[src/rtl/sa_pkg.sv]
// Shared definitions for the weight-stationary systolic array: mode encoding,
// saturation limits and a generic signed clamp.
package sa_pkg;

    localparam logic MODE_PRELOAD = 1'b0;
    localparam logic MODE_COMPUTE = 1'b1;

    // Limits are returned as longint so one helper serves every width up to 63 bits.
    function automatic longint sat_min(input int width);
        return -(64'sd1 <<< (width - 1));
    endfunction

    function automatic longint sat_max(input int width);
        return (64'sd1 <<< (width - 1)) - 64'sd1;
    endfunction

    function automatic longint sat_clamp(input longint value, input longint lo, input longint hi);
        if (value < lo) begin
            return lo;
        end else if (value > hi) begin
            return hi;
        end
        return value;
    endfunction

endpackage

[src/rtl/sa_mac.sv]
// Combinational signed MAC with saturation of the product and of the sum;
// the result never wraps.
module sa_mac
    import sa_pkg::*;
#(
    parameter int MUL_DATAWIDTH = 8,
    parameter int ADD_DATAWIDTH = 8
) (
    input  logic signed [MUL_DATAWIDTH-1:0] act,
    input  logic signed [MUL_DATAWIDTH-1:0] weight,
    input  logic signed [ADD_DATAWIDTH-1:0] psum,
    output logic signed [ADD_DATAWIDTH-1:0] o_psum
);

    localparam longint MIN_ADD = sat_min(ADD_DATAWIDTH);
    localparam longint MAX_ADD = sat_max(ADD_DATAWIDTH);

    logic signed [2*MUL_DATAWIDTH-1:0] product;
    logic signed [ADD_DATAWIDTH-1:0]   mult_result_sat;
    logic signed [ADD_DATAWIDTH:0]     sum;

    assign product = act * weight;

    // Clamping the product before the add keeps a huge product from masking psum.
    assign mult_result_sat = ADD_DATAWIDTH'(sat_clamp(longint'(product), MIN_ADD, MAX_ADD));

    assign sum    = (ADD_DATAWIDTH + 1)'(mult_result_sat) + (ADD_DATAWIDTH + 1)'(psum);
    assign o_psum = ADD_DATAWIDTH'(sat_clamp(longint'(sum), MIN_ADD, MAX_ADD));

endmodule

[src/rtl/sa_processing_element.sv]
// Weight-stationary systolic PE: holds the stationary weight, forwards the
// activation east and the preload weight or saturated MAC result south.
module sa_processing_element
    import sa_pkg::*;
#(
    parameter int MUL_DATAWIDTH = 8,
    parameter int ADD_DATAWIDTH = 8
) (
    input  logic                            clk,
    input  logic                            rst_n,
    input  logic                            i_mode,
    input  logic signed [MUL_DATAWIDTH-1:0] i_act,
    input  logic signed [MUL_DATAWIDTH-1:0] i_weight,
    input  logic signed [ADD_DATAWIDTH-1:0] i_psum,
    output logic signed [MUL_DATAWIDTH-1:0] o_act,
    output logic signed [ADD_DATAWIDTH-1:0] o_weight_psum
);

    // No handshake: every cycle carries valid data and is consumed on the next edge.
    // rst_n is active-high despite its name so the PE tiles with existing arrays.

    logic signed [MUL_DATAWIDTH-1:0] weight_q;
    logic signed [ADD_DATAWIDTH-1:0] mac_result;

    sa_mac #(
        .MUL_DATAWIDTH(MUL_DATAWIDTH),
        .ADD_DATAWIDTH(ADD_DATAWIDTH)
    ) sa_mac_0 (
        .act   (i_act),
        .weight(weight_q),
        .psum  (i_psum),
        .o_psum(mac_result)
    );

    always_ff @(posedge clk) begin
        if (rst_n) begin
            weight_q      <= '0;
            o_act         <= '0;
            o_weight_psum <= '0;
        end else if (i_mode == MODE_PRELOAD) begin
            weight_q      <= i_weight;
            o_weight_psum <= ADD_DATAWIDTH'(i_weight);
        end else begin
            o_act         <= i_act;
            o_weight_psum <= mac_result;
        end
    end

endmodule

[config.mk]
export PLATFORM = sky130hd
export DESIGN_NAME = sa_processing_element
export DESIGN_NICKNAME = d
export VERILOG_FILES = /design/src/rtl/sa_pkg.sv /design/src/rtl/sa_mac.sv /design/src/rtl/sa_processing_element.sv
export SDC_FILE = /design/constraint.sdc
export NUM_CORES = 1
export LEC_CHECK = 0
export ABC_AREA = 1
export CELL_PAD_IN_SITES_DETAIL_PLACEMENT = 1
export CELL_PAD_IN_SITES_GLOBAL_PLACEMENT = 1
export CORE_AREA = 2 2 96 135
export DETAILED_ROUTE_END_ITERATION = 10
export DIE_AREA = 0 0 98 137
export PLACE_DENSITY_LB_ADDON = 0.1
export SLEW_MARGIN = 20
export SYNTH_ARGS = -nofsm -noshare
export SYNTH_HDL_FRONTEND = slang
export SYNTH_HIERARCHICAL = 1
export SYNTH_SLANG_ARGS = --single-unit
[constraint.sdc]
create_clock -name clk -period 19.58 [get_ports clk]
set_input_delay 3.916 -clock clk [delete_from_list [all_inputs] [get_ports clk]]
set_output_delay 3.916 -clock clk [all_outputs]
set_load 0.1 [all_outputs]
==> metrics <==
vias in the first global route=4122; worst-path fanout max=9; Ys Warns=6; Routed WL=11.1 mm; residual DRC count=0; via count=3657; DRT Pass-1 Iters=4; pre-CTS WS=8.51 ns; r2r setup slk=12.70 ns; minimum clock period=10.74 ns; initial antenna violation count=0; Lkg Pwr=2.74 nW; Unique masters post-synth=29; ys async rst share=0; clock sink count=24; fin crit share=0.549; IO Port Bufs=42; placer congestion estimate=0.790; f_max=93.1 MHz; DR WL/cell=14.2 microns; DRT iter0 DRCs=64; CTS H-tree depth=1; largest net degree at the start of global routing=26; Num CTS Buffers=3; Worst Tran Pin Value=0.988 ns; setup tns final=0 ns; CTS Root Cell=clkbuf_16; peak supply drop=30.7 uV; Detail Placement HPWL=9.75 mm; Crit path required time=19.76 ns; Avg Inst Size Synth=6.82 sq um; post-synthesis cell count=610; Slew headroom=0.339; via/cell ratio=4.66; Area growth, synth to finish=14.2%; status=completed; starting density of the core=0.341; Clock transition at path regs=0.07 ns; Post-CTS Setup Inserts=0; crit-path max cell delay=0.60 ns; Slowest cell on crit path=clkdlybuf4s50_1; Syn Nets=730; startpoint types=input pin; Mapped Area=4160 sq um; clock skew=0.00418 ns; Final ANT Viol Nets=0; die height=137 microns; Die W=98 microns; crit end category=flop; most used flip-flop cell after synthesis=dfxtp_1; total gr overflow=0; post-CTS resize count=0; Max Cap Viol=0; Layout Nets=755; slack of the critical path=8.84 ns; layout cells sized above 1=0.0284; Post-synth EDFFs=0; n_diodes=0; hold_buf cts=0; final core utilization=0.390; setup violators final=0; FF+latch count, synth=24; post-synthesis sequential area ratio=0.115; Row Count=48; critical path class=input pin to flop; total I/O pin count=43; Worst Hold Class=flop to flop; die area=13400 sq um; Power Density=83.7 nW/um^2; Worst Path Arrival=10.92 ns; core area=12200 sq um; TritonCTS clock tree=yes; Hold Violations, Final=0; Slew Limit Fails=0; RSZ-0062 raised after global routing=no; Clk Latency, worst-skew pair=0.26 ns; GRT Total Usage=0.175; Max Buffers Root-to-Sink=2; first-pass GRT wire length=19.3 mm
final timing paths:
kind / to / depth (start not counted) / start
worst min-delay path: o_act[2] / 2 / o_act[2]
worst max-delay path: o_weight_psum[4] / 34 / i_act[7]
worst min register to register: o_act[2] / 2 / o_act[2]
worst max register to register: o_weight_psum[4] / 33 / weight_q[2]
synthesized netlist by cell type, types with 2 or more instances:
cell type  instances  area share
nand3b_1           2      0.0036
nand2_2            5      0.0075
a21oi_1           32       0.038
buf_6              5       0.014
fa_1              56        0.27
xnor2_1            4      0.0084
or2_2              5      0.0075
nor3_1             2      0.0024
or2_1              2      0.0030
nand3_1           22       0.026
buf_2              2      0.0024
nand4_1            6      0.0090
nor2_1            34       0.031
clkbuf_1          15       0.014
o21ai_0           12       0.014
dfxtp_1           24        0.12
xor2_1             4      0.0084
ha_1              37        0.11
nand2_1          158        0.14
inv_1            174        0.16
worst max-delay path: cells and delay by family:
kind                       cells  cell delay [ns]
AOI/OAI and AO/OA              4             0.66
adders and majority gates      7             3.17
buffers and inverters          7             1.08
and+or+nand+nor               16             2.06
metal layers:
layer / track usage / wire, microns / vias to the layer above
met5: 0 / 0 / -
met4: 0.0262 / 118 / 0
met3: 0.00970 / 195 / 12
met2: 0.366 / 6520 / 38
met1: 0.195 / 4270 / 1791
li1: - / - / 1816
cell families (layout without fill, tap and decap cells):
kind of cell	after synthesis	in the layout	synth area share
compound gates	50	50	0.0631
xor+xnor	8	8	0.0168
fa+ha+maj	93	93	0.381
buf+inv	197	221	0.187
flops	24	24	0.115
simple gates	238	238	0.237
through the flow:
step / power (mW) / area [sq um] / std cells / hold WS, ns
2_1_floorplan: 0.277 / 4160 / 610 / 0.442
3_3_place_gp: 0.342 / 4650 / 780 / 0.479
3_5_place_dp: 0.346 / 4650 / 780 / 0.496
4_1_cts: 0.407 / 4750 / 784 / 0.515
5_1_grt: 0.438 / 4750 / 784 / 0.539
6_report: 0.398 / 4750 / 784 / 0.510
layout make-up:
type / count / area (sq um)
flip-flops and latches: 24 / 480
multi-input cells: 389 / 2900
clock inverters: 1 / 30.0
well taps: 150 / 188
inverters: 175 / 657
repair buffers: 42 / 420
fillers: 1592 / 7440
clock buffers: 3 / 75.1
flip-flops by register name, summed over array words and instances (netlist names):
register and flops:
o_act 8, o_weight_psum 8, weight_q 8
cells in the final DEF, fill, tap and decap left out, types with 3 or more instances in the layout:
cell	count
a21oi_1	32
nand3_1	22
xnor2_1	4
nand2_1	158
inv_1	174
clkbuf_16	3
ha_1	37
xor2_1	4
fa_1	56
o21ai_0	12
nand4_1	6
clkdlybuf4s50_1	42
dfxtp_1	24
or2_2	5
nor2_1	34
nand2_2	5
power by group:
group	internal (mW)	switching [mW]
logic	0.0920	0.186
clock network	0.0407	0.0186
registers	0.0559	0.00490
(Power assumes the default switching activity.)
